--- src/rtl/bus_ep_pkg.sv ---
// Shared types and helpers for the bus device endpoint: ID width, broadcast
// default and destination-ID extraction from a packet.
package bus_ep_pkg;

  localparam int ID_W        = 8;
  localparam int MAX_PCKG_SZ = 64;
  localparam int MAX_IDX_W   = 6;
  localparam logic [ID_W-1:0] BCAST_ID_DEF = 8'hFF;

  // Packets are right-aligned in a MAX_PCKG_SZ container; the ID is the top
  // ID_W bits of the real packet width.
  function automatic logic [ID_W-1:0] dest_id(input logic [MAX_PCKG_SZ-1:0] pkt,
                                              input int                     pckg_sz);
    logic [MAX_IDX_W-1:0] msb;
    msb = MAX_IDX_W'(pckg_sz - 1);
    return pkt[msb -: ID_W];
  endfunction

endpackage

--- src/rtl/bus_dev_endpoint_if.sv ---
// Host and bus-arbiter signal bundle of the endpoint. Handshakes: a transfer
// happens on a rising edge where valid/pop/push and its qualifying ready are both 1.
interface bus_dev_endpoint_if #(
  parameter int PCKG_SZ = 24
);

  logic               tx_valid;
  logic [PCKG_SZ-1:0] tx_data;
  logic               tx_ready;
  logic               pndng;
  logic [PCKG_SZ-1:0] D_pop;
  logic               pop;
  logic               push;
  logic [PCKG_SZ-1:0] D_push;
  logic               rx_valid;
  logic [PCKG_SZ-1:0] rx_data;
  logic               rx_ready;
  logic [7:0]         rx_drop_cnt;
  logic [7:0]         rx_misroute_cnt;
  logic               pop_err;

  modport master (
    output tx_valid, tx_data, pop, push, D_push, rx_ready,
    input  tx_ready, pndng, D_pop, rx_valid, rx_data,
           rx_drop_cnt, rx_misroute_cnt, pop_err
  );

  modport slave (
    input  tx_valid, tx_data, pop, push, D_push, rx_ready,
    output tx_ready, pndng, D_pop, rx_valid, rx_data,
           rx_drop_cnt, rx_misroute_cnt, pop_err
  );

endinterface

--- src/rtl/ep_fifo.sv ---
// First-word-fall-through FIFO with registered empty/full flags. DEPTH must be
// a power of two so the pointers wrap by plain overflow.
module ep_fifo #(
  parameter int W     = 24,
  parameter int DEPTH = 8
) (
  input  logic         clk,
  input  logic         reset,
  input  logic         i_wr,
  input  logic [W-1:0] i_wr_data,
  input  logic         i_rd,
  output logic [W-1:0] o_rd_data,
  output logic         o_not_empty,
  output logic         o_not_full
);

  localparam int AW = (DEPTH > 1) ? $clog2(DEPTH) : 1;
  localparam logic [AW:0] FULL_CNT = (AW + 1)'(DEPTH);

  logic [W-1:0]  r_mem [DEPTH];
  logic [AW-1:0] r_wptr;
  logic [AW-1:0] r_rptr;
  logic [AW:0]   r_count;
  logic          r_not_empty;
  logic          r_not_full;

  logic          w_wr_ok;
  logic          w_rd_ok;
  logic [AW:0]   w_count_nxt;

  // Full/empty are the registered flags from the previous edge, so a write
  // while full is refused even when a read frees a slot in the same cycle.
  assign w_wr_ok = i_wr & r_not_full;
  assign w_rd_ok = i_rd & r_not_empty;

  always_comb begin
    w_count_nxt = r_count;
    if (w_wr_ok && !w_rd_ok) begin
      w_count_nxt = r_count + 1'b1;
    end else if (!w_wr_ok && w_rd_ok) begin
      w_count_nxt = r_count - 1'b1;
    end
  end

  always_ff @(posedge clk) begin
    if (!reset) begin
      r_wptr      <= '0;
      r_rptr      <= '0;
      r_count     <= '0;
      r_not_empty <= 1'b0;
      r_not_full  <= 1'b1;
    end else begin
      if (w_wr_ok) begin
        r_wptr <= r_wptr + 1'b1;
      end
      if (w_rd_ok) begin
        r_rptr <= r_rptr + 1'b1;
      end
      r_count     <= w_count_nxt;
      r_not_empty <= (w_count_nxt != '0);
      r_not_full  <= (w_count_nxt != FULL_CNT);
    end
  end

  // Storage carries no reset; its contents are meaningless while empty.
  always_ff @(posedge clk) begin
    if (reset && w_wr_ok) begin
      r_mem[r_wptr] <= i_wr_data;
    end
  end

  assign o_rd_data   = r_mem[r_rptr];
  assign o_not_empty = r_not_empty;
  assign o_not_full  = r_not_full;

endmodule

--- src/rtl/bus_dev_endpoint.sv ---
// Bus device endpoint: a TX FIFO feeding the bus arbiter and an ID-filtered
// RX FIFO feeding the host, with saturating drop/misroute counters.
module bus_dev_endpoint
  import bus_ep_pkg::*;
#(
  parameter int              PCKG_SZ  = 24,
  parameter int              DEPTH    = 8,
  parameter logic [ID_W-1:0] DEV_ID   = '0,
  parameter logic [ID_W-1:0] BCAST_ID = BCAST_ID_DEF
) (
  input  logic               clk,
  input  logic               reset,
  bus_dev_endpoint_if.slave  bus
);

  localparam logic [7:0] CNT_MAX = 8'hFF;

  logic                   w_tx_not_empty;
  logic                   w_tx_not_full;
  logic                   w_rx_not_empty;
  logic                   w_rx_not_full;
  logic [MAX_PCKG_SZ-1:0] w_push_ext;
  logic [ID_W-1:0]        w_push_id;
  logic                   w_id_match;
  logic                   w_rx_accept;
  logic                   w_rx_drop;
  logic                   w_misroute;

  logic [7:0]             r_drop_cnt;
  logic [7:0]             r_misroute_cnt;
  logic                   r_pop_err;

  ep_fifo #(
    .W     (PCKG_SZ),
    .DEPTH (DEPTH)
  ) u_tx_fifo (
    .clk         (clk),
    .reset       (reset),
    .i_wr        (bus.tx_valid),
    .i_wr_data   (bus.tx_data),
    .i_rd        (bus.pop),
    .o_rd_data   (bus.D_pop),
    .o_not_empty (w_tx_not_empty),
    .o_not_full  (w_tx_not_full)
  );

  always_comb begin
    w_push_ext                = '0;
    w_push_ext[PCKG_SZ-1:0]   = bus.D_push;
  end

  assign w_push_id   = dest_id(w_push_ext, PCKG_SZ);
  assign w_id_match  = (w_push_id == DEV_ID) || (w_push_id == BCAST_ID);
  assign w_rx_accept = bus.push & w_id_match;
  assign w_rx_drop   = w_rx_accept & ~w_rx_not_full;
  assign w_misroute  = bus.push & ~w_id_match;

  ep_fifo #(
    .W     (PCKG_SZ),
    .DEPTH (DEPTH)
  ) u_rx_fifo (
    .clk         (clk),
    .reset       (reset),
    .i_wr        (w_rx_accept),
    .i_wr_data   (bus.D_push),
    .i_rd        (bus.rx_ready),
    .o_rd_data   (bus.rx_data),
    .o_not_empty (w_rx_not_empty),
    .o_not_full  (w_rx_not_full)
  );

  // Counters stick at CNT_MAX; pop_err stays set until reset.
  always_ff @(posedge clk) begin
    if (!reset) begin
      r_drop_cnt     <= '0;
      r_misroute_cnt <= '0;
      r_pop_err      <= 1'b0;
    end else begin
      if (w_rx_drop && (r_drop_cnt != CNT_MAX)) begin
        r_drop_cnt <= r_drop_cnt + 1'b1;
      end
      if (w_misroute && (r_misroute_cnt != CNT_MAX)) begin
        r_misroute_cnt <= r_misroute_cnt + 1'b1;
      end
      if (bus.pop && !w_tx_not_empty) begin
        r_pop_err <= 1'b1;
      end
    end
  end

  assign bus.tx_ready        = w_tx_not_full;
  assign bus.pndng           = w_tx_not_empty;
  assign bus.rx_valid        = w_rx_not_empty;
  assign bus.rx_drop_cnt     = r_drop_cnt;
  assign bus.rx_misroute_cnt = r_misroute_cnt;
  assign bus.pop_err         = r_pop_err;

endmodule
--- src/flat_wrapper.sv ---
// flat-port wrapper written by rule: the top's interface ports become plain ports
module bus_dev_endpoint_flat import bus_ep_pkg::*;
#(
  parameter int              PCKG_SZ  = 24,
  parameter int              DEPTH    = 8,
  parameter logic [ID_W-1:0] DEV_ID   = '0,
  parameter logic [ID_W-1:0] BCAST_ID = BCAST_ID_DEF
)
  (clk, reset, bus_tx_valid, bus_tx_data, bus_pop, bus_push, bus_D_push, bus_rx_ready, bus_tx_ready, bus_pndng, bus_D_pop, bus_rx_valid, bus_rx_data, bus_rx_drop_cnt, bus_rx_misroute_cnt, bus_pop_err);
  bus_dev_endpoint_if #(.PCKG_SZ(PCKG_SZ)) bus_i ();
  input  logic clk;
  input  logic reset;
  input wire logic [$bits(bus_i.tx_valid)-1:0] bus_tx_valid;
  input wire logic [$bits(bus_i.tx_data)-1:0] bus_tx_data;
  input wire logic [$bits(bus_i.pop)-1:0] bus_pop;
  input wire logic [$bits(bus_i.push)-1:0] bus_push;
  input wire logic [$bits(bus_i.D_push)-1:0] bus_D_push;
  input wire logic [$bits(bus_i.rx_ready)-1:0] bus_rx_ready;
  output wire logic [$bits(bus_i.tx_ready)-1:0] bus_tx_ready;
  output wire logic [$bits(bus_i.pndng)-1:0] bus_pndng;
  output wire logic [$bits(bus_i.D_pop)-1:0] bus_D_pop;
  output wire logic [$bits(bus_i.rx_valid)-1:0] bus_rx_valid;
  output wire logic [$bits(bus_i.rx_data)-1:0] bus_rx_data;
  output wire logic [$bits(bus_i.rx_drop_cnt)-1:0] bus_rx_drop_cnt;
  output wire logic [$bits(bus_i.rx_misroute_cnt)-1:0] bus_rx_misroute_cnt;
  output wire logic [$bits(bus_i.pop_err)-1:0] bus_pop_err;
  assign bus_i.tx_valid = bus_tx_valid;
  assign bus_i.tx_data = bus_tx_data;
  assign bus_i.pop = bus_pop;
  assign bus_i.push = bus_push;
  assign bus_i.D_push = bus_D_push;
  assign bus_i.rx_ready = bus_rx_ready;
  assign bus_tx_ready = bus_i.tx_ready;
  assign bus_pndng = bus_i.pndng;
  assign bus_D_pop = bus_i.D_pop;
  assign bus_rx_valid = bus_i.rx_valid;
  assign bus_rx_data = bus_i.rx_data;
  assign bus_rx_drop_cnt = bus_i.rx_drop_cnt;
  assign bus_rx_misroute_cnt = bus_i.rx_misroute_cnt;
  assign bus_pop_err = bus_i.pop_err;
  bus_dev_endpoint #(.PCKG_SZ(PCKG_SZ), .DEPTH(DEPTH), .DEV_ID(DEV_ID), .BCAST_ID(BCAST_ID)) u_core (.clk(clk), .reset(reset), .bus(bus_i));
endmodule
--- config.mk ---
export PLATFORM = sky130hd
export DESIGN_NAME = bus_dev_endpoint_flat
export DESIGN_NICKNAME = d
export VERILOG_FILES = /design/src/rtl/bus_ep_pkg.sv /design/src/rtl/bus_dev_endpoint_if.sv /design/src/rtl/ep_fifo.sv /design/src/rtl/bus_dev_endpoint.sv /design/src/flat_wrapper.sv
export SDC_FILE = /design/constraint.sdc
export NUM_CORES = 1
export LEC_CHECK = 0
export CAP_MARGIN = 20
export CORE_MARGIN = 5
export CORE_UTILIZATION = 30
export CTS_CLUSTER_DIAMETER = 30
export DETAILED_ROUTE_END_ITERATION = 16
export MAX_ROUTING_LAYER = met4
export PLACE_DENSITY = 0.51
export SYNTH_ARGS = -nofsm -noshare
export SYNTH_HDL_FRONTEND = slang
export SYNTH_HIERARCHICAL = 1
export SYNTH_SLANG_ARGS = --single-unit
--- constraint.sdc ---
create_clock -name clk -period 5.05 [get_ports clk]
set_input_delay 0.7575 -clock clk [delete_from_list [all_inputs] [get_ports clk]]
set_output_delay 0.7575 -clock clk [all_outputs]
set_load 0.02 [all_outputs]
Word level (Yosys, flattened, before mapping)
Memory sizes are Yosys's and may differ from the RTL's. A register that Yosys moved wholly into a read port is not among the register bits.
Cells that the tools add are included.
W data, S select, Z words.
Cells by class
  add/subtract/negate cells: 10
  multiply operators: 0
  div/mod/pow operators: 0
  order comparisons: 0
  eq/ne operators: 5
  shift-type cells: 0
  muxes and demuxes: 12
  bitwise logic cells: 9
  reduce and logical (&&, ||, !) cells: 18
Operators by type and width (number)
  $add A8 B1 Y8 const B: 2
  $mux W4: 4
  $ne A8 B8 Y1 const B: 2
  $add A3 B1 Y3 const B: 4
  $mux W3: 4
  $logic_and A1 B1 Y1: 9
  $add A4 B1 Y4 const B: 2
  $eq A8 B8 Y1 const B: 1
  $logic_not A8 Y1: 1
  $ne A4 B4 Y1 const B: 2
  $reduce_bool A4 Y1: 2
  $sub A4 B1 Y4 const B: 2
  $and A1 B1 Y1: 7
  $logic_not A1 Y1: 5
  $mux W1: 4
  $not A1 Y1: 2
  $logic_or A1 B1 Y1: 1
Storage, ports and cells
  bits in registers: 41
  bits in latches: 0
  bits in writable memories: 384
  memory bits (read-only): 0
  input bits: 54
  output and inout bits: 68
  word-level logic and storage cells: 69
  memories kept: 2
Memories
  u_core.u_rx_fifo.r_mem: depth 8, bits a word 24, read ports 1, clocked after memory_dff 1, write ports 1, line ep_fifo.sv:20  | logic [W-1:0] r_mem [DEPTH];
  u_core.u_tx_fifo.r_mem: depth 8, bits a word 24, read ports 1, clocked after memory_dff 1, write ports 1, line ep_fifo.sv:20

Longest topological paths before layout
Gate-level depths: netlist of the first run.
  depth in word-level cells: 9
  depth in mapped cells: 9
  depth with buffers taken out: 8

Cells and area by module
Netlist of the first run, hierarchy kept.
By module, submodules not included
  ep_fifo: instances 2, cells an instance 363, area an instance 8002.7 um^2, sequential area each 6065.8 um^2
  bus_dev_endpoint: instances 1, cells an instance 114, area an instance 944.7 um^2, sequential area each 340.3 um^2

Worst setup path before layout of the first run
OpenSTA, ideal clock, no wires.
  path kind: input-to-reg
  start: in bus_D_push[16]
  end: mem u_core.u_rx_fifo.r_mem[1][0], enable pin
  library setup time: 466 ps
  arrival time: 4278 ps
  required time: 4584 ps
  path slack: 307 ps
  cell stages on the path: 6
  buffers on the path: 1
  path through: nor4_2 > nand2_1 > a21oi_2 > nand2_1 > buf_2 > nor4_1
On the way
  cells in the longest elaborated chain, start to end: 7
  elaborated cells between the ends (all ways): 8
  those cells by class: eq/ne (1); mux (2); bitwise (2); reduce/logical (3)
Ends and longest elaborated chain
  start: declaration: line flat_wrapper.sv:17  | input wire logic [$bits(bus_i.D_push)-1:0] bus_D_push;
  $eq A8 B8 Y1 / $logic_not A8 Y1 (equally long branches): line bus_dev_endpoint.sv:53  | assign w_id_match = (w_push_id == DEV_ID) || (w_push_id == BCAST_ID);
  $logic_or A1 B1 Y1 *: line bus_dev_endpoint.sv:53
  $and A1 B1 Y1 *: line bus_dev_endpoint.sv:54  | assign w_rx_accept = bus.push & w_id_match;
  net u_core.w_rx_accept: line bus_dev_endpoint.sv:25  | logic w_rx_accept;
  $and A1 B1 Y1 *: line ep_fifo.sv:33  | assign w_wr_ok = i_wr & r_not_full;
  $logic_and A1 B1 Y1 *: line ep_fifo.sv:67  | if (reset && w_wr_ok) begin
  $mux W1 *: line ep_fifo.sv:67
  $mux W1 (not written as such) *: line ep_fifo.sv:68  | r_mem[r_wptr] <= i_wr_data;
  end: declaration: line ep_fifo.sv:20
Mark *: on every way through the listed nets, which the timed path passes. The rest lies on a longest branch.

==> results.tsv, run 1 <==
stage	metric	value	unit
power	cellLeakagePower	7.38	nW
synthesis	synthFlopType	edfxtp_1	
setup_path	cp.depth	4	
grt	grt_pass1_wl	56200	um
setup_path	crit_family	buffers and inverters	
placed_design	dp_hpwl	20300	um
min_path	hold_path_startpoint	u_core/bus.pop_err$_SDFFE_PN0P_	
synthesis	synth_edf_count	384	
floorplanning	core_area	0.0562	mm2
clock_tree	clk_pin_slew	0.04	ns
cells_and_area	fillers	5091	
timing	tns	0	ns
synthesis	syn_area	0.0170	mm2
timing	fmax	258	MHz
setup_path	r2r_start	u_core/u_rx_fifo/o_not_full$_SDFF_PN1_	
min_path	hold_path.class	reg2reg	
setup_path	crit_slowest_cell	dfxtp_4	
job	drv_cap	0	
timing	rsz0062_at_grt	false	
setup_path	cp_slowest_stage_delay	0.75	ns
grt	grt_pass1_vias	9584	
drt	drt_wl_total	36300	um
power	peakVddDrop	0.264	mV
cells_and_area	drive_above_1_share	31.0	%
setup_path	cp_cell_sequence	buf_4 -> mux4_2 -> mux2_2 -> clkdlybuf4s50_1	
drt	via_count	8601	
timing	min_period_over_period	76.6	%
clock_tree	root_buffer	clkbuf_16	
drt	ant_nets	0	
floorplanning	rows	87	
cells_and_area	syn2layout_area_growth	32.6	%
synthesis	synth_top_area_share	68.0	%
cells_and_area	nNetsFinal	1114	
power	total_power	11.2	mW
placed_design	portBuffers	121	
timing	clock_skew	0.0149	ns
synthesis	synthTopCellsByArea	edfxtp_1 (68%), mux4_2 (13%), dfxtp_1 (5.6%), mux2_4 (2.1%), mux2_2 (1.6%)	
synthesis	yosysMostFrequentCell	edfxtp_1	
timing	worstMarginPinSlew	0.790	ns
clock_tree	clk_path_buf_depth	3	
synthesis	synth_area_per_cell	20.2	um2
floorplanning	die_area	0.0614	mm2
synthesis	syn-instance-count	840	
synthesis	synth_seq_cells	431	
drt	viasPerCell	4.56	
setup_path	r2r_cells	3	
min_path	hold_path_depth	2	
floorplanning	die_h	248	um
timing	hold_viol	0	
setup_path	crit_arrival	3.11	ns
floorplanning	initial_core_util	30.2	%
clock_tree	htreeDepth	3	
synthesis	yosysWarnings	6	
synthesis	async_reset_ff_share	0	%
clock_tree	worstSkewPairLatency	0.59	ns
floorplanning	dieWidth	248	um
synthesis	synth_common_cells	edfxtp_1 (384), mux4_2 (96), dfxtp_1 (47)	
drt	drc	0	
setup_path	startpoint_type	flop	
drt	drt_iter0_drc	423	
synthesis	yosysTopAreaCell	edfxtp_1	
grt	antenna_found_initial	1	
grt	grtUsageTotal	12.4	%
clock_tree	ctsHoldBuffers	0	
timing	slew_headroom	47.3	%
floorplanning	ios	122	
timing	drv_slew	0	
clock_tree	cts_tree	yes	
clock_tree	numCtsBuffers	93	
synthesis	yosysSeqAreaShare	73.6	%
clock_tree	post_cts_buffers	0	
setup_path	critical_path_required	4.29	ns
grt	overflow	0	
clock_tree	ctsResizeCount	0	
setup_path	cp_max_fo	30	
setup_path	reg2reg_setup_slack	2.91	ns
clock_tree	numClockSinks	431	
timing	setup_violations	0	
placed_design	place_congestion	0.714	
grt	grt_max_degree	49	
synthesis	synth_fp_nets	904	
timing	fin_crit	3.87	ns
setup_path	critical_path_class	reg2out	
setup_path	path_buf_inv	2	
synthesis	synth_cell_types	46	
drt	dr.pass1.iters	4	
drt	wl_per_cell	19.3	um
setup_path	cp-end-kind	output pin	
outcome	status	finished, final reports clean	
power	cellPowerDensity	498	mW/mm2
[logic make-up (layout without fill, tap and decap cells)]
| kind of cell | Yosys count | after routing | share of synthesized area, % |
|---|---|---|---|
| and+or+nand+nor | 142 | 142 | 4.50 |
| buffers and inverters | 42 | 330 | 1.55 |
| adders and majority gates | 10 | 10 | 0.738 |
| other | 0 | 1 | 0 |
| AOI/OAI and AO/OA | 47 | 47 | 1.85 |
| xor gates and xnor gates | 16 | 16 | 0.827 |
| muxes | 152 | 152 | 16.9 |
| DFF | 431 | 431 | 73.6 |
[flip-flops by register name (all words and copies together), names as in the netlist, 4 cells and up, named ones only]
register and cells:
u_core/u_tx_fifo/r_mem 192, u_core/bus.rx_misroute_cnt 8, u_core/u_rx_fifo/r_count 4, u_core/u_rx_fifo/r_mem 192, u_core/u_tx_fifo/r_count 4, u_core/bus.rx_drop_cnt 8
[final cells by class]
class | instances | area, um2 | share of cell area [%]
Sequential cell | 431 | 12500 | 55.5
Multi-Input combinational cell | 367 | 4290 | 19.1
Clock buffer | 117 | 2540 | 11.3
Timing Repair Buffer | 149 | 1450 | 6.47
Tap cell | 756 | 946 | 4.21
Clock inverter | 56 | 729 | 3.25
Inverter | 8 | 30.0 | 0.134
Antenna cell | 1 | 2.50 | 0.0111
[path summary, 6_finish.rpt]
path	endpoint
setup reg to reg	u_core/u_rx_fifo/r_mem[2][7]$_DFFE_PP_
hold / removal	u_core/bus.pop_err$_SDFFE_PN0P_
setup / recovery	bus_D_pop[1]
hold reg to reg	u_core/bus.pop_err$_SDFFE_PN0P_
[routing by layer]
metal  vias to the layer above  GRT usage, %  wire length (um)
li1                       3906             -                 -
met1                      4443          16.0             16400
met2                       191          19.1             17500
met3                        61          3.19              1670
met4                         0          4.73               739
met5                         -             -                 0
[worst register-to-register path, delay by kind of cell, from the launching register on]
| kind | cells | cell delay (ns) |
|---|---|---|
| simple gates | 2 | 0.78 |
| buf+inv | 1 | 0.41 |
| flops | 1 | 0.58 |
[metrics by stage]
step	instance area (um2)	hold slack, ns	utilization [%]	cells	setup slack (ns)
after global routing	22500	0.525	40.0	1885	0.970
after detailed placement	19200	0.462	34.1	1710	0.937
after floorplan	17000	0.467	-	840	0.307
after global placement	19200	0.459	34.1	1710	1.04
after CTS	22400	0.477	40.0	1883	1.01
final	22500	0.471	40.0	1885	1.18
[where the power goes]
group	total (mW)	internal [mW]	leakage [nW]	switching, mW
sequential	4.06	3.96	3.84	0.0998
combinational	0.938	0.519	1.94	0.419
clock	6.19	4.35	1.60	1.84
total	11.2	8.83	7.38	2.36
[placed cells by master (no fill, tap or decap), types with 9 or more instances in the layout]
| cell type | instances |
|---|---|
| nor3_1 | 9 |
| clkbuf_1 | 15 |
| mux4_2 | 96 |
| xnor2_1 | 14 |
| clkdlybuf4s50_1 | 121 |
| mux2_4 | 24 |
| clkbuf_16 | 96 |
| buf_4 | 26 |
| mux2_2 | 24 |
| dfxtp_1 | 43 |
| a21oi_1 | 16 |
| clkinv_2 | 19 |
| nor2_1 | 9 |
| edfxtp_1 | 384 |
| nand2_1 | 32 |
| nand3_1 | 25 |
| and2_1 | 16 |
| ha_1 | 10 |
| bufinv_16 | 16 |
Power figures use the tool's default switching activity.
==> run 2: changes to the inputs <==
==> constraint.sdc (replaced) <==
create_clock -name clk -period 3.83 [get_ports clk]
set_input_delay 0.5745 -clock clk [delete_from_list [all_inputs] [get_ports clk]]
set_output_delay 0.5745 -clock clk [all_outputs]
set_load 0.02 [all_outputs]
==> results.tsv, run 2 (synthesized netlist as in run 1, its figures left out) <==
stage	metric	value	unit	change
timing	hold_viol	0		unchanged
setup_path	startpoint_type	flop		
clock_tree	post_cts_buffers	0		unchanged
setup_path	r2r_cells	3		unchanged
timing	drv_slew	0		unchanged
floorplanning	rows	87		unchanged
floorplanning	ios	122		unchanged
grt	grt_pass1_wl	55800	um	-0.66%
placed_design	dp_hpwl	20000	um	-1.4%
setup_path	cp-end-kind	output pin		
placed_design	dp_cells	1709		-0.058%
cells_and_area	fillers	5072		-0.37%
clock_tree	cts_tree	yes		
floorplanning	dieWidth	248	um	unchanged
clock_tree	ctsHoldBuffers	0		unchanged
cells_and_area	top_regs	u_core/u_rx_fifo/r_mem (192), u_core/u_tx_fifo/r_mem (192)		
floorplanning	die_h	248	um	unchanged
timing	clock_skew	0.0131	ns	-0.00182 ns
placed_design	place_congestion	0.752		+5.3%
outcome	status	finished, final reports clean		
timing	fmax	284	MHz	
placed_design	portBuffers	121		unchanged
clock_tree	numCtsBuffers	94		+1.1%
timing	tns	0	ns	unchanged
cells_and_area	drive_above_1_share	31.1	%	+0.034 points
cells_and_area	syn2layout_area_growth	33.1	%	
power	peakVddDrop	0.359	mV	+36%
drt	viasPerCell	4.55		-0.18%
floorplanning	initial_core_util	30.2	%	unchanged
clock_tree	numClockSinks	431		unchanged
grt	antenna_found_initial	3		+2
clock_tree	root_buffer	clkbuf_16		
clock_tree	htreeDepth	3		unchanged
setup_path	cp_slowest_stage_delay	0.60	ns	-0.15 ns
setup_path	cp_cell_sequence	buf_4 -> mux4_2 -> mux2_4 -> clkdlybuf4s50_1		
drt	ant_nets	0		unchanged
job	drv_cap	0		unchanged
drt	wl_per_cell	19.3	um	about the same
timing	fin_crit	3.52	ns	
cells_and_area	final_common_cell	edfxtp_1		
power	cellLeakagePower	7.37	nW	-0.15%
grt	grt_max_degree	49		unchanged
min_path	hold_path.class	reg2reg		
timing	setup_violations	0		unchanged
clock_tree	clk_pin_slew	0.05	ns	about the same
setup_path	crit_family	buffers and inverters		
clock_tree	clk_path_buf_depth	3		unchanged
clock_tree	ctsResizeCount	0		unchanged
setup_path	crit_slowest_cell	dfxtp_4		
floorplanning	core_area	0.0562	mm2	unchanged
setup_path	crit_arrival	2.95	ns	-0.16 ns
timing	rsz0062_at_grt	false		
min_path	hold_path_depth	2		unchanged
power	cellPowerDensity	659	mW/mm2	+32%
cells_and_area	utilization	40.2	%	+0.16 points
setup_path	critical_path_class	reg2out		
setup_path	path_buf_inv	2		unchanged
drt	dr.pass1.iters	4		unchanged
grt	grtUsageTotal	12.4	%	-0.060 points
setup_path	reg2reg_setup_slack	1.68	ns	-1.23 ns
grt	grt_pass1_vias	9395		-2.0%
cells_and_area	layout_common_cells	edfxtp_1 (384), clkdlybuf4s50_1 (121), mux4_2 (96)		
drt	drt_iter0_drc	385		-9.0%
timing	min_period_over_period	92.0	%	
timing	worstMarginPinSlew	0.603	ns	-0.187 ns
cells_and_area	fin_cells	1889		+0.21%
setup_path	cp_max_fo	18		-40%
drt	via_count	8604		+0.035%
drt	drc	0		unchanged
setup_path	critical_path_required	3.26	ns	-1.03 ns
setup_path	cp.depth	4		unchanged
cells_and_area	nNetsFinal	1113		-0.090%
floorplanning	die_area	0.0614	mm2	unchanged
grt	overflow	0		unchanged
timing	slew_headroom	58.7	%	+11 points
clock_tree	worstSkewPairLatency	0.61	ns	+0.02 ns
power	total_power	14.9	mW	+33%
drt	drt_wl_total	36400	um	+0.19%
run 2: path summary, 6_finish.rpt:
kind                                                from                                endpoint
hold reg to reg          u_core/bus.pop_err$_SDFFE_PN0P_         u_core/bus.pop_err$_SDFFE_PN0P_
hold / removal           u_core/bus.pop_err$_SDFFE_PN0P_         u_core/bus.pop_err$_SDFFE_PN0P_
setup / recovery                                    flop                            bus_D_pop[6]
setup reg to reg  u_core/u_rx_fifo/o_not_full$_SDFF_PN1_  u_core/u_rx_fifo/r_mem[0][2]$_DFFE_PP_
run 2: report_power, final:
group / total (mW) / leakage, nW / internal (mW) / switching [mW]
logic: 1.29 / 1.94 / 0.687 / 0.601
clock network: 8.27 / 1.59 / 5.70 / 2.57
registers: 5.31 / 3.84 / 5.22 / 0.0923
run 2: layout make-up:
class,instances,area [um2],area share [%]
repair buffers,147,1480,6.56
clock inverters,73,920,4.07
inverters,8,30.0,0.133
clock buffers,104,2410,10.7
multi-input cells,367,4290,19.0
diodes,3,7.51,0.0333
well taps,756,946,4.19
flip-flops and latches,431,12500,55.3
run 2: metal layers:
metal	wire length [um]	vias up	track usage [%]
met1	16600	4454	16.1
met4	616	0	4.55
li1	-	3909	-
met3	1850	46	3.28
met5	0	-	-
met2	17300	195	18.8
run 2: per-stage QoR:
| stage | worst slack [ns] | hold WS [ns] | area, um2 |
|---|---|---|---|
| finish | 0.306 | 0.491 | 22600 |
| detailed placement | 0.376 | 0.481 | 19200 |
| CTS | 0.197 | 0.497 | 22600 |
| global placement | 0.437 | 0.476 | 19200 |
| floorplan | -0.730 | 0.467 | 17000 |
| global route | 0.122 | 0.522 | 22600 |
run 2: tightest hold or removal path, stage by stage (launching register included):
cell	delay, ns
dfxtp_1	0.34
a21oi_1	0.05
nor2_1	0.07
==> run 3: changes to the inputs <==
--- a/config.mk
+++ b/config.mk
@@ -12,6 +12,7 @@
 export DETAILED_ROUTE_END_ITERATION = 16
 export MAX_ROUTING_LAYER = met4
 export PLACE_DENSITY = 0.51
+export SLEW_MARGIN = 0
 export SYNTH_ARGS = -nofsm -noshare
 export SYNTH_HDL_FRONTEND = slang
 export SYNTH_HIERARCHICAL = 1
==> results of run 3 <==
Same layout as run 2: the final DEF is identical, and so are final timing and power.
==> variant (settings of run 2) <==
Make the reset (`reset`) asynchronous in 2 clocked blocks.
--- a/src/rtl/ep_fifo.sv
+++ b/src/rtl/ep_fifo.sv
@@ -42,7 +42,7 @@
     end
   end
 
-  always_ff @(posedge clk) begin
+  always_ff @(posedge clk or negedge reset) begin
     if (!reset) begin
       r_wptr      <= '0;
       r_rptr      <= '0;
--- a/src/rtl/bus_dev_endpoint.sv
+++ b/src/rtl/bus_dev_endpoint.sv
@@ -70,7 +70,7 @@
   );
 
   // Counters stick at CNT_MAX; pop_err stays set until reset.
-  always_ff @(posedge clk) begin
+  always_ff @(posedge clk or negedge reset) begin
     if (!reset) begin
       r_drop_cnt     <= '0;
       r_misroute_cnt <= '0;
Formal check against the unedited RTL: differs if reset is asserted again (counterexample within 4 cycles, from zero or initial values and one cycle with reset low); with reset held inactive, the same outputs for 4 cycles.
==> variant against run 2 <==
Setup slack improved by 0.028 ns; synthesized area fell by 1.2%; sequential share of layout area up 0.68 points; final area decreased by 0.53%; sequential cell count is 6 lower; wire length shrank 1.1%.
Power is not compared: it rests on default switching activity, and its combinational part moved more than twofold at a synthesized area within 25%.
==> variant: results (changes against run 2) <==
.. list-table::
   :header-rows: 1

   * - Metric
     - Value
   * - Number of global-route vias before repair
     - 9151 (was 9395)
   * - Global-route wire length before repair
     - 54.9 mm (was 55.8 mm)
   * - Average wire per standard cell
     - 19.5 um (was 19.3 um)
   * - Clock tree buffer depth
     - 3 (unchanged)
   * - Share of final-layout standard cells stronger than drive strength 1
     - 0.336 (was 0.311)
   * - DRC marker count from the first detailed-route iteration
     - 383 (was 385)
   * - Total number of vias
     - 8364 (was 8604)
   * - Max frequency
     - 286 MHz (was 284 MHz)
   * - Internal reg-to-reg setup slack
     - 1.64 ns (was 1.68 ns)
   * - CP max FO
     - 13 (was 18)
   * - Worst setup skew after layout
     - 0.0159 ns (was 0.0131 ns)
   * - Detail Placement HPWL
     - 19.9 mm (was 20.0 mm)
   * - Beginning of the worst register-to-register path
     - u_core/u_tx_fifo/o_not_full$_DFF_PN1_ (was u_core/u_rx_fifo/o_not_full$_SDFF_PN1_)
   * - Count of flip-flops with a built-in enable after synthesis
     - 384 (unchanged)
   * - Async set-or-reset flop fraction in the synthesized netlist
     - 0.0965 (was 0)
   * - Worst r2r dst
     - u_core/u_tx_fifo/r_mem[2][9]$_DFFE_PP_ (was u_core/u_rx_fifo/r_mem[0][2]$_DFFE_PP_)
   * - Final standard cell count with taps included and fillers excluded
     - 1843 (was 1889)
   * - Number of antenna violations at the first check in global routing
     - 4 (was 3)
   * - Area contributors post-synth
     - edfxtp_1 69%, mux4_2 13%, dfrtp_1 5.8% (was edfxtp_1 68%, mux4_2 13%, dfxtp_1 5.6%)
   * - Synth Area per Inst
     - 21.1 um^2 (was 20.2 um^2)
   * - Nets
     - 1077 (was 1113)
   * - Cell depth of the worst flop-to-flop path
     - 4 (was 3)
   * - Net count after synthesis
     - 859 (was 904)
   * - Outcome
     - finished clean (unchanged)
   * - Routability-driven placement congestion ratio
     - 0.747 (was 0.752)
   * - Crit path to
     - bus_D_pop[18] (was bus_D_pop[6])
   * - Overall fraction of global-route tracks in use
     - 0.123 (was 0.124)
   * - Filler Cells Inserted
     - 4878 (was 5072)
   * - Arrival time at the worst endpoint
     - 2.92 ns (was 2.95 ns)
   * - Part of the Yosys area used for sequential elements
     - 0.750 (was 0.736)
   * - Pre-Repair DR Iteration Count
     - 6 (was 4)
   * - Post-placement cell count
     - 1664 (was 1709)
   * - Worst slew margin relative to its limit
     - 0.661 (was 0.587)
variant: what timing repair did:
item	4_1_cts	5_1_grt
gates resized for setup	0	0
hold buffers	1	0
hold endpoints to repair	13	0
variant: cell type report:
cell class,count,area (um^2),share of cell area
flip-flops and latches,425,12600,0.560
multi-input cells,327,4080,0.182
clock inverters,64,732,0.0326
repair buffers,157,1630,0.0726
clock buffers,110,2460,0.110
diodes,4,10.0,0.000446
well taps,748,936,0.0417
inverters,8,30.0,0.00134
variant: kinds of logic after synthesis:
logic type / Yosys count / synth area share
flops: 425 / 0.750
mux: 152 / 0.167
simple gates: 123 / 0.0420
buf+inv: 43 / 0.0134
xor+xnor: 22 / 0.0115
compound gates: 20 / 0.00889
fa+ha+maj: 10 / 0.00747
variant: worst min path at each step:
| stage | start | slack [ns] | end | cells after the start |
|---|---|---|---|---|
| 6_report | u_core/bus.pop_err$_DFFE_PN0P_ | 0.46 | u_core/bus.pop_err$_DFFE_PN0P_ | 1 |
| 4_1_cts | u_core/bus.pop_err$_DFFE_PN0P_ | 0.46 | u_core/bus.pop_err$_DFFE_PN0P_ | 1 |
| 5_1_grt | u_core/bus.pop_err$_DFFE_PN0P_ | 0.49 | u_core/bus.pop_err$_DFFE_PN0P_ | 1 |
| 2_1_floorplan | reset | 0.28 | u_core/bus.pop_err$_DFFE_PN0P_ | 0 |
| 3_3_place_gp | u_core/bus.pop_err$_DFFE_PN0P_ | 0.44 | u_core/bus.pop_err$_DFFE_PN0P_ | 1 |
| 3_5_place_dp | u_core/bus.pop_err$_DFFE_PN0P_ | 0.45 | u_core/bus.pop_err$_DFFE_PN0P_ | 1 |
variant: power groups by stage:
stage	Clock, mW	Sequential (mW)	Combinational [mW]
after floorplan	0	5.68	2.98
after global routing	8.36	5.72	4.94
after detailed placement	0	5.76	4.71
after global placement	0	5.75	4.71
after CTS	8.09	5.68	4.73
final	7.92	5.67	4.59
variant: through the flow:
step	util	cell area (um^2)	TNS, ns
after detailed placement	0.348	19200	0
after CTS	0.407	22400	0
after global placement	0.348	19200	0
after floorplan	-	16800	-28.87
final	0.407	22400	0
after global routing	0.407	22400	0
variant: critical path: stages (launching register included):
cell	delay [ns]
dfrtp_4	0.58
buf_4	0.33
mux4_2	0.53
mux2_2	0.28
clkdlybuf4s50_1	0.58
variant: metal layers:
layer / wire (um) / share of wire / vias to the layer above / global-route usage
li1: - / - / 3752 / -
met1: 15900 / 0.44 / 4359 / 0.157
met2: 17400 / 0.48 / 188 / 0.192
met3: 1910 / 0.053 / 65 / 0.0308
met4: 809 / 0.022 / 0 / 0.0479
met5: 0 / 0 / - / -
